--- src/rtl/mc_ctrl_pkg.sv ---
// mc_ctrl_pkg: shared types and encodings for the multicycle RISC-V controller.
//   - state_t  : FSM states. S_TRAP exists only when ILLEGAL_TRAP_EN is defined.
//   - opcodes  : OP_LW, OP_SW, OP_R, OP_I, OP_JAL, OP_B
//   - ALU_*    : ALUControl encodings (4-bit; the 3-bit build uses the low bits)
//   - ctrl_t   : registered Moore control word, built by moore_outs()
// Optional feature macro: ILLEGAL_TRAP_EN (adds S_TRAP and the illegal flag).
package mc_ctrl_pkg;

    typedef enum logic [3:0] {
        S_FETCH    = 4'd0,
        S_DECODE   = 4'd1,
        S_MEMADR   = 4'd2,
        S_MEMREAD  = 4'd3,
        S_MEMWB    = 4'd4,
        S_MEMWRITE = 4'd5,
        S_EXECUTER = 4'd6,
        S_EXECUTEI = 4'd7,
        S_ALUWB    = 4'd8,
        S_BRANCH   = 4'd9,
`ifdef ILLEGAL_TRAP_EN
        S_JAL      = 4'd10,
        S_TRAP     = 4'd11
`else
        S_JAL      = 4'd10
`endif
    } state_t;

    localparam logic [6:0] OP_LW  = 7'b0000011;
    localparam logic [6:0] OP_SW  = 7'b0100011;
    localparam logic [6:0] OP_R   = 7'b0110011;
    localparam logic [6:0] OP_I   = 7'b0010011;
    localparam logic [6:0] OP_JAL = 7'b1101111;
    localparam logic [6:0] OP_B   = 7'b1100011;

    localparam logic [3:0] ALU_ADD  = 4'b0000;
    localparam logic [3:0] ALU_SUB  = 4'b0001;
    localparam logic [3:0] ALU_AND  = 4'b0010;
    localparam logic [3:0] ALU_OR   = 4'b0011;
    localparam logic [3:0] ALU_XOR  = 4'b0100;
    localparam logic [3:0] ALU_SLT  = 4'b0101;
    localparam logic [3:0] ALU_SLL  = 4'b0110;
    localparam logic [3:0] ALU_SRL  = 4'b0111;
    localparam logic [3:0] ALU_SRA  = 4'b1000;
    localparam logic [3:0] ALU_SLTU = 4'b1001;

    localparam logic [1:0] ALUOP_ADD   = 2'b00;
    localparam logic [1:0] ALUOP_SUB   = 2'b01;
    localparam logic [1:0] ALUOP_FUNCT = 2'b10;

    localparam logic [1:0] IMM_I = 2'b00;
    localparam logic [1:0] IMM_S = 2'b01;
    localparam logic [1:0] IMM_B = 2'b10;
    localparam logic [1:0] IMM_J = 2'b11;

    localparam logic [1:0] RES_ALUOUT    = 2'b00;
    localparam logic [1:0] RES_DATA      = 2'b01;
    localparam logic [1:0] RES_ALURESULT = 2'b10;

    localparam logic [1:0] SRCA_PC    = 2'b00;
    localparam logic [1:0] SRCA_OLDPC = 2'b01;
    localparam logic [1:0] SRCA_RD1   = 2'b10;

    localparam logic [1:0] SRCB_RD2  = 2'b00;
    localparam logic [1:0] SRCB_IMM  = 2'b01;
    localparam logic [1:0] SRCB_FOUR = 2'b10;

    typedef struct packed {
        logic       adr_src;
        logic       mem_write;
        logic       reg_write;
        logic       branch;
        logic       pc_update;
`ifdef ILLEGAL_TRAP_EN
        logic       illegal;
`endif
        logic [1:0] result_src;
        logic [1:0] alu_src_a;
        logic [1:0] alu_src_b;
        logic [1:0] alu_op;
    } ctrl_t;

    // Moore control word for a state. Fields not listed stay 0.
    // pc_update here only covers JAL; the FETCH increment depends on mem_ready
    // and is formed combinationally in the top.
    function automatic ctrl_t moore_outs(input state_t s);
        ctrl_t c;
        c = '0;
        case (s)
            S_FETCH: begin
                c.alu_src_a  = SRCA_PC;
                c.alu_src_b  = SRCB_FOUR;
                c.alu_op     = ALUOP_ADD;
                c.result_src = RES_ALURESULT;
            end
            S_DECODE: begin
                c.alu_src_a = SRCA_OLDPC;
                c.alu_src_b = SRCB_IMM;
                c.alu_op    = ALUOP_ADD;
            end
            S_MEMADR: begin
                c.alu_src_a = SRCA_RD1;
                c.alu_src_b = SRCB_IMM;
                c.alu_op    = ALUOP_ADD;
            end
            S_MEMREAD: begin
                c.adr_src    = 1'b1;
                c.result_src = RES_ALUOUT;
            end
            S_MEMWB: begin
                c.result_src = RES_DATA;
                c.reg_write  = 1'b1;
            end
            S_MEMWRITE: begin
                c.adr_src   = 1'b1;
                c.mem_write = 1'b1;
            end
            S_EXECUTER: begin
                c.alu_src_a = SRCA_RD1;
                c.alu_src_b = SRCB_RD2;
                c.alu_op    = ALUOP_FUNCT;
            end
            S_EXECUTEI: begin
                c.alu_src_a = SRCA_RD1;
                c.alu_src_b = SRCB_IMM;
                c.alu_op    = ALUOP_FUNCT;
            end
            S_ALUWB: begin
                c.result_src = RES_ALUOUT;
                c.reg_write  = 1'b1;
            end
            S_BRANCH: begin
                c.alu_src_a  = SRCA_RD1;
                c.alu_src_b  = SRCB_RD2;
                c.alu_op     = ALUOP_SUB;
                c.result_src = RES_ALUOUT;
                c.branch     = 1'b1;
            end
            S_JAL: begin
                c.alu_src_a  = SRCA_OLDPC;
                c.alu_src_b  = SRCB_FOUR;
                c.alu_op     = ALUOP_ADD;
                c.result_src = RES_ALUOUT;
                c.pc_update  = 1'b1;
            end
`ifdef ILLEGAL_TRAP_EN
            S_TRAP: begin
                c.illegal = 1'b1;
            end
`endif
            default: ;
        endcase
        return c;
    endfunction

endpackage

--- src/rtl/aludec.sv ---
// aludec: ALU operation decoder.
//   i_alu_op      : 00 add, 01 sub, 10 decode from funct3/funct7b5
//   i_funct3      : instruction funct3
//   i_funct7b5    : instruction bit 30
//   i_op5         : opcode bit 5 (distinguishes R-type sub from addi)
//   o_alu_control : ALU operation, ALUC_W bits (3 or 4)
// With ALUC_W=3 only add/sub/and/or/slt exist; everything else decodes to add.
module aludec
    import mc_ctrl_pkg::*;
#(
    parameter int ALUC_W = 3
) (
    input  logic [1:0]        i_alu_op,
    input  logic [2:0]        i_funct3,
    input  logic              i_funct7b5,
    input  logic              i_op5,
    output logic [ALUC_W-1:0] o_alu_control
);

    always_comb begin
        o_alu_control = ALU_ADD[ALUC_W-1:0];
        case (i_alu_op)
            ALUOP_ADD: o_alu_control = ALU_ADD[ALUC_W-1:0];
            ALUOP_SUB: o_alu_control = ALU_SUB[ALUC_W-1:0];
            ALUOP_FUNCT: begin
                case (i_funct3)
                    3'b000: begin
                        // funct7b5 is an immediate bit for addi, so only R-type subtracts
                        if (i_funct7b5 && i_op5) o_alu_control = ALU_SUB[ALUC_W-1:0];
                    end
                    3'b010: o_alu_control = ALU_SLT[ALUC_W-1:0];
                    3'b110: o_alu_control = ALU_OR[ALUC_W-1:0];
                    3'b111: o_alu_control = ALU_AND[ALUC_W-1:0];
                    3'b100: if (ALUC_W >= 4) o_alu_control = ALU_XOR[ALUC_W-1:0];
                    3'b001: if (ALUC_W >= 4) o_alu_control = ALU_SLL[ALUC_W-1:0];
                    3'b101: begin
                        if (ALUC_W >= 4) begin
                            o_alu_control = i_funct7b5 ? ALU_SRA[ALUC_W-1:0]
                                                       : ALU_SRL[ALUC_W-1:0];
                        end
                    end
                    3'b011: if (ALUC_W >= 4) o_alu_control = ALU_SLTU[ALUC_W-1:0];
                    default: ;
                endcase
            end
            default: ;
        endcase
    end

endmodule

--- src/rtl/multicycle_controller.sv ---
// multicycle_controller: Moore FSM + decoders for a multicycle RISC-V datapath.
// Inputs : clk, reset (async, active high), op/funct3/funct7b5 from IR,
//          Zero/Lt/Ltu ALU flags, mem_ready memory completion.
// Outputs: PCWrite, AdrSrc, MemWrite, IRWrite, ResultSrc, ALUSrcA, ALUSrcB,
//          ImmSrc, ALUControl, RegWrite, illegal, o_dbg_state (current state).
// Parameters: ALUC_W (3 or 4), FULL_BRANCH (1 = full branch set, 0 = beq only).
// Optional feature macro: ILLEGAL_TRAP_EN (undecodable opcode -> sticky TRAP).
//
// Memory handshake: a memory access is presented by the state (FETCH, MEMREAD,
// MEMWRITE) and completes in the cycle mem_ready=1; the FSM holds the state
// and its strobes unchanged until then and leaves on the following edge.
module multicycle_controller
    import mc_ctrl_pkg::*;
#(
    parameter int ALUC_W      = 3,
    parameter bit FULL_BRANCH = 1'b1
) (
    input  logic              clk,
    input  logic              reset,
    input  logic [6:0]        op,
    input  logic [2:0]        funct3,
    input  logic              funct7b5,
    input  logic              Zero,
    input  logic              Lt,
    input  logic              Ltu,
    input  logic              mem_ready,
    output logic              PCWrite,
    output logic              AdrSrc,
    output logic              MemWrite,
    output logic              IRWrite,
    output logic [1:0]        ResultSrc,
    output logic [1:0]        ALUSrcA,
    output logic [1:0]        ALUSrcB,
    output logic [1:0]        ImmSrc,
    output logic [ALUC_W-1:0] ALUControl,
    output logic              RegWrite,
    output logic              illegal,
    output state_t            o_dbg_state
);

    state_t r_state;
    ctrl_t  r_ctrl;
    state_t w_next_state;
    logic   w_taken;
    logic   w_fetch_go;

    always_comb begin
        w_next_state = r_state;
        case (r_state)
            S_FETCH:    w_next_state = mem_ready ? S_DECODE : S_FETCH;
            S_DECODE: begin
                case (op)
                    OP_LW, OP_SW: w_next_state = S_MEMADR;
                    OP_R:         w_next_state = S_EXECUTER;
                    OP_I:         w_next_state = S_EXECUTEI;
                    OP_JAL:       w_next_state = S_JAL;
                    OP_B:         w_next_state = S_BRANCH;
`ifdef ILLEGAL_TRAP_EN
                    default:      w_next_state = S_TRAP;
`else
                    default:      w_next_state = S_FETCH;
`endif
                endcase
            end
            S_MEMADR:   w_next_state = (op == OP_LW) ? S_MEMREAD : S_MEMWRITE;
            S_MEMREAD:  w_next_state = mem_ready ? S_MEMWB : S_MEMREAD;
            S_MEMWB:    w_next_state = S_FETCH;
            S_MEMWRITE: w_next_state = mem_ready ? S_FETCH : S_MEMWRITE;
            S_EXECUTER: w_next_state = S_ALUWB;
            S_EXECUTEI: w_next_state = S_ALUWB;
            S_ALUWB:    w_next_state = S_FETCH;
            S_BRANCH:   w_next_state = S_FETCH;
            S_JAL:      w_next_state = S_ALUWB;
`ifdef ILLEGAL_TRAP_EN
            S_TRAP:     w_next_state = S_TRAP;
`endif
            default:    w_next_state = S_FETCH;
        endcase
    end

    // The control word is registered from the next state, so every Moore
    // output is a flop output and clears asynchronously with reset.
    always_ff @(posedge clk or posedge reset) begin
        if (reset) begin
            r_state <= S_FETCH;
            r_ctrl  <= moore_outs(S_FETCH);
        end else begin
            r_state <= w_next_state;
            r_ctrl  <= moore_outs(w_next_state);
        end
    end

    always_comb begin
        w_taken = 1'b0;
        if (funct3 == 3'b000) begin
            w_taken = Zero;
        end else if (FULL_BRANCH) begin
            case (funct3)
                3'b001:  w_taken = ~Zero;
                3'b100:  w_taken = Lt;
                3'b101:  w_taken = ~Lt;
                3'b110:  w_taken = Ltu;
                3'b111:  w_taken = ~Ltu;
                default: w_taken = 1'b0;
            endcase
        end
    end

    always_comb begin
        case (op)
            OP_SW:   ImmSrc = IMM_S;
            OP_B:    ImmSrc = IMM_B;
            OP_JAL:  ImmSrc = IMM_J;
            default: ImmSrc = IMM_I;
        endcase
    end

    aludec #(
        .ALUC_W(ALUC_W)
    ) u_aludec (
        .i_alu_op      (r_ctrl.alu_op),
        .i_funct3      (funct3),
        .i_funct7b5    (funct7b5),
        .i_op5         (op[5]),
        .o_alu_control (ALUControl)
    );

    // The state sits at FETCH during reset, so the mem_ready-driven strobes
    // are explicitly masked by reset to keep them low while it is held.
    assign w_fetch_go = (r_state == S_FETCH) & mem_ready;
    assign IRWrite    = ~reset & w_fetch_go;
    assign PCWrite    = ~reset & (w_fetch_go | r_ctrl.pc_update | (r_ctrl.branch & w_taken));

    assign AdrSrc      = r_ctrl.adr_src;
    assign MemWrite    = r_ctrl.mem_write;
    assign RegWrite    = r_ctrl.reg_write;
    assign ResultSrc   = r_ctrl.result_src;
    assign ALUSrcA     = r_ctrl.alu_src_a;
    assign ALUSrcB     = r_ctrl.alu_src_b;
    assign o_dbg_state = r_state;

`ifdef ILLEGAL_TRAP_EN
    assign illegal = r_ctrl.illegal;
`else
    assign illegal = 1'b0;
`endif

endmodule

--- config.mk ---
export PLATFORM = sky130hd
export DESIGN_NAME = multicycle_controller
export DESIGN_NICKNAME = d
export VERILOG_FILES = /design/src/rtl/mc_ctrl_pkg.sv /design/src/rtl/aludec.sv /design/src/rtl/multicycle_controller.sv
export SDC_FILE = /design/constraint.sdc
export NUM_CORES = 1
export LEC_CHECK = 0
export CAP_MARGIN = 20
export CORE_ASPECT_RATIO = 0.9
export CORE_MARGIN = 2
export CORE_UTILIZATION = 50
export DETAILED_ROUTE_END_ITERATION = 6
export DONT_BUFFER_PORTS = 1
export GPL_TIMING_DRIVEN = 0
export SYNTH_ARGS = -nofsm -noshare
export SYNTH_HDL_FRONTEND = slang
export SYNTH_SLANG_ARGS = --single-unit
--- constraint.sdc ---
create_clock -name clk -period 5.44 [get_ports clk]
set_clock_uncertainty 0.2 [all_clocks]
set_input_delay 1.088 -clock clk [delete_from_list [all_inputs] [get_ports clk]]
set_output_delay 1.088 -clock clk [all_outputs]
set_load 0.05 [all_outputs]
### After elaboration in Yosys (flattened, before gate mapping)

Cells that the tools add are included.

* eq/ne operators: 31
* mux-type cells: 19
* bitwise operators: 10
* reduce and logical (&&, ||, !) cells: 8

Operators by type and width (number)
* case mux 6 bit (7 select lines): 1
* == test 4 x 3 -> 1 bit (second input constant): 7
* case mux 4 bit (6 select lines): 1
* case mux 4 bit (5 select lines): 1
* == test 4 x 2 -> 1 bit (second input constant): 4
* == test 4 bit (second input constant): 4
* == test 7 x 6 -> 1 bit (second input constant): 2
* == test 7 bit (second input constant): 2
* == test 3 bit (second input constant): 4
* case mux 3 bit (4 select lines): 1
* 2-to-1 mux 3 bit: 3
* == test 4 x 1 -> 1 bit (second input constant): 2
* zero test 4 bit: 2
* 2-to-1 mux 1 bit: 8
* == test 7 x 2 -> 1 bit (second input constant): 1
* == test 7 x 5 -> 1 bit (second input constant): 1
* case mux 2 bit (3 select lines): 1
* case mux 3 bit (2 select lines): 1
* OR reduction 2 bit: 3
* case mux 1 bit (5 select lines): 1
* bitwise AND 1 bit: 4
* inverter 1 bit: 4
* case mux 2 bit (2 select lines): 1
* == test 3 x 1 -> 1 bit (second input constant): 1
* 7 further kinds: 8

* flip-flop bits (word level): 17
* bits of input ports: 17
* output and inout port bits: 21
* logic and storage cells: 78

### Logic depth before layout (Yosys ltp)

* depth in word-level cells: 7
* gate-level depth with buffers: 7
* mapped depth without buffers: 6

### Cells and area by module

A second synthesis with hierarchy kept.

* cell total of the unflattened synthesis: 106
* area, all modules: 1107.3 sq um

Modules (own cells, without submodules)
* multicycle_controller: instances 1, cells an instance 95, area each 1011.0 sq um, sequential area each 427.9 sq um
* aludec: instances 1, cells an instance 11, area each 96.3 sq um, sequential area each 0.0 sq um

### Worst setup path after synthesis

Ideal clock, no wire load.

* path kind: input -> output
* start point: input mem_ready
* end point: output PCWrite
* arrival time: 2.714 ns
* required time: 4.152 ns
* slack: 1.438 ns
* cell stages on the path: 4
* buffers on the path: 0
* path through: inv_1 or4_1 or2_1 a31oi_1

* longest elaborated chain between the ends: 4

RTL lines
* start: declaration: line multicycle_controller.sv:26 `input logic mem_ready,`
* bitwise AND 1 bit: line multicycle_controller.sv:130 `assign w_fetch_go = (r_state == S_FETCH) & mem_ready;`
* bitwise OR 1 bit (2 in a row): line multicycle_controller.sv:132 `assign PCWrite = ~reset & (w_fetch_go | r_ctrl.pc_update | (r_ctrl.branch & w_taken));`
* bitwise AND 1 bit: line multicycle_controller.sv:132
* end: declaration: line multicycle_controller.sv:27 `output logic PCWrite,`

No other way between the ends.

### Final worst setup path

* start point: register r_state[3], in the netlist o_dbg_state[3]
* end point: output PCWrite

* longest elaborated chain between the ends: 5

RTL lines
* start: declaration: line multicycle_controller.sv:41 `state_t r_state;`
* start signal: assignment: line multicycle_controller.sv:88 `r_state <= w_next_state;`
* zero test 4 bit: line multicycle_controller.sv:130
* bitwise AND 1 bit: line multicycle_controller.sv:130
* bitwise OR 1 bit (2 in a row): line multicycle_controller.sv:132
* bitwise AND 1 bit: line multicycle_controller.sv:132

No other way between the ends.

==> flow_summary.json <==
{
  "synth_top_family_by_area": "simple AND/OR/NAND/NOR gates",
  "post_cts_resize_count": 0,
  "critPathMaxStageDelay_ns": 0.93,
  "drive_above_1_share_pct": 28.2,
  "ioPinCount": 38,
  "synth_compound_area_share_pct": 14.5,
  "max_cap_viol_count": 0,
  "required_ns": 4.15,
  "io_buffer_count": 0,
  "tns_ns": 0,
  "die_h_um": 48.2,
  "gp_congestion": 0.763,
  "clkLatencyLatePin_ns": 0.29,
  "wl_per_cell_um": 13.6,
  "start_util_pct": 54.5,
  "synth_fa_ha_area_share_pct": 2.31,
  "reg2regPathDepth": 5,
  "synthSimpleGateAreaFrac_pct": 30.4,
  "htreeDepth": 1,
  "synthDistinctLibCells": 46,
  "n_antenna_cell": 0,
  "rrSetupSlack_ns": 3.15,
  "cts.reportedPaths.clkPinSlew_ns": 0.10,
  "status": "completed",
  "synth_mux_area_share_pct": 0.924,
  "synth_nets": 130,
  "rsz0062_at_grt": "false",
  "synthXorXnorAreaFrac_pct": 2.42,
  "setup_violations": 0,
  "grt_pass1_vias": 730,
  "async_reset_ff_share_pct": 100,
  "synth_edf_count": 0,
  "syn_area_per_cell_um2": 9.76,
  "worst_r2r_endpoint": "ALUSrcB[0]",
  "worstPathCellList": "buf_2, or4_1, or2_1, a31oi_1",
  "drt-total-wl_mm": 1.94,
  "tightest_slew_ns": 1.15,
  "leakage_nw": 0.548,
  "critPathBufInv": 1,
  "ctsHoldBuffers": 0,
  "antenna_left": 0,
  "die_area_um2": 2560,
  "yosys_warnings": 0,
  "slowest_stage": "a31oi_1",
  "fin_ws_ns": 1.21,
  "cp.arrival_ns": 2.94,
  "core_um2": 1990,
  "grt_max_degree": 18,
  "grt_overflow": 0,
  "hpwl_mm": 1.54,
  "syn_to_final_growth_pct": 7.85,
  "viasPerCell": 5.75,
  "peakVddDrop_mv": 0.200,
  "vias": 817,
  "die_x_um": 53.1,
  "hold_path.class": "in2async",
  "cts_tree": "yes",
  "period_minus_slack_ns": 4.23,
  "drcViolationCount": 0,
  "antenna_found_initial": 0,
  "grt_usage_pct": 17.2,
  "syn_inst": 111,
  "cp-startpoint": "o_dbg_state[3]",
  "timing.rr.start": "o_dbg_state[1]",
  "synth-seq-cells": 17,
  "fin_crit_sh_pct": 77.8,
  "seq_area_frac_synth_pct": 39.5,
  "drv_slew": 0,
  "fmax_ghz": 0.236,
  "place_ws_ns": 1.37,
  "crit_path_end_kind": "output port",
  "layout.nets": 137,
  "syn_area_um2": 1080,
  "drt_iter0_drc": 10,
  "cts.sinks": 17,
  "root_buffer": "clkbuf_4",
  "drt-pass1-iter-count": 4,
  "critPathLaunchType": "register",
  "final_hold_viol_count": 0,
  "setup.worst_path.class": "reg2out",
  "cp_max_fo": 10,
  "slew_headroom_pct": 23.2,
  "synth_ff_type": "dfrtp_1",
  "clockBufferDepth": 2,
  "cts_inserted_buffers": 3,
  "num_rows": 15,
  "grt_pass1_wl_mm": 3.12,
  "power_density_nw_per_um2": 227,
  "crit_family": "compound AO/OA/AOI/OAI gates",
  "cts_setup_buffers": 0
}
==> synth_stat cells, types with 2 or more instances <==
master / count / area, um2
buf_2: 2 / 10.0
o21ai_1: 2 / 10.0
dfrtp_1: 15 / 375
nor4_1: 2 / 12.5
nand2_1: 7 / 26.3
nand3_1: 2 / 10.0
a31oi_1: 2 / 12.5
ha_1: 2 / 25.0
inv_1: 9 / 33.8
inv_2: 2 / 7.51
nand2b_1: 2 / 12.5
nor2b_1: 5 / 31.3
and3b_1: 3 / 26.3
nor3b_1: 4 / 30.0
xor2_1: 3 / 26.3
o311a_1: 2 / 20.0
dfstp_2: 2 / 52.6
nor3_1: 2 / 10.0
o21ai_0: 2 / 10.0
nor2_1: 8 / 30.0
a21oi_1: 2 / 10.0
buf_4: 7 / 52.6
==> where the power goes <==
group          leakage [nW]  total [mW]  internal (mW)  switching (mW)
Combinational         0.304      0.0570         0.0199          0.0370
Clock                0.0177      0.0656         0.0273          0.0383
Sequential            0.226       0.143          0.133         0.00990
Total                 0.548       0.266          0.180          0.0852
==> logic make-up (layout without fill, tap and decap cells) <==
kind of cell,after synthesis,count (layout)
mux,1,1
other cells,1,1
flops,17,17
fa+ha+maj,2,2
xor+xnor,3,3
simple gates,48,48
buf+inv,20,26
compound gates,19,19
==> metrics by stage <==
stage	hold slack [ns]	power, mW	utilization, %	instance area (um2)	std cells
CTS	0.552	0.269	58.7	1170	142
floorplan	0.630	0.197	-	1080	111
finish	0.555	0.266	58.7	1170	142
detailed placement	0.694	0.203	57.4	1140	138
global placement	0.701	0.202	56.0	1110	136
global route	0.590	0.281	58.7	1170	142
==> layout by cell type, fill, tap and decap left out, types with 2 or more instances in the layout <==
cell type and n:
a31oi_1 2, nor2b_1 5, a21oi_1 2, o311a_1 2, nand3_1 2, buf_2 2
ha_1 2, buf_4 9, dfrtp_1 15, xor2_1 3, nand2_1 7, nand2b_1 2
inv_1 9, dfstp_2 2, inv_2 2, nor2_1 8, nor3b_1 4, o21ai_0 2
o21ai_1 2, clkbuf_4 3, and3b_1 3
==> how the worst max path moves through the flow <==
| stage | cells past startpoint | to | slack (ns) |
|---|---|---|---|
| 2_1_floorplan | 4 | PCWrite | 1.44 |
| 6_report | 4 | PCWrite | 1.21 |
| 5_1_grt | 4 | PCWrite | 1.11 |
| 3_5_place_dp | 4 | PCWrite | 1.37 |
| 4_1_cts | 4 | PCWrite | 1.20 |
| 3_3_place_gp | 4 | PCWrite | 1.38 |
==> per-layer routing <==
layer	routed length, um	global-route usage [%]	vias to the layer above
met4	4	3.08	0
met1	888	22.2	386
met3	142	4.91	2
li1	-	-	402
met2	900	29.8	27
met5	0	0	-
==> area by class of cell <==
class	count	area, um2
inverters	11	41.3
fillers	193	821
well taps	25	31.3
multi-input cells	74	563
plain buffers	9	62.6
clock buffers	3	22.5
flip-flops and latches	17	428
repair buffers	2	15.0
clock inverters	1	5.00
==> flip-flops by register name, summed over array words and instances, names as in the netlist <==
name         cells
ALUSrcB          2
RegWrite         1
AdrSrc           1
ResultSrc        2
MemWrite         1
r_ctrl           4
ALUSrcA          2
o_dbg_state      4
Note: power is estimated with default switching activity, not from simulation.
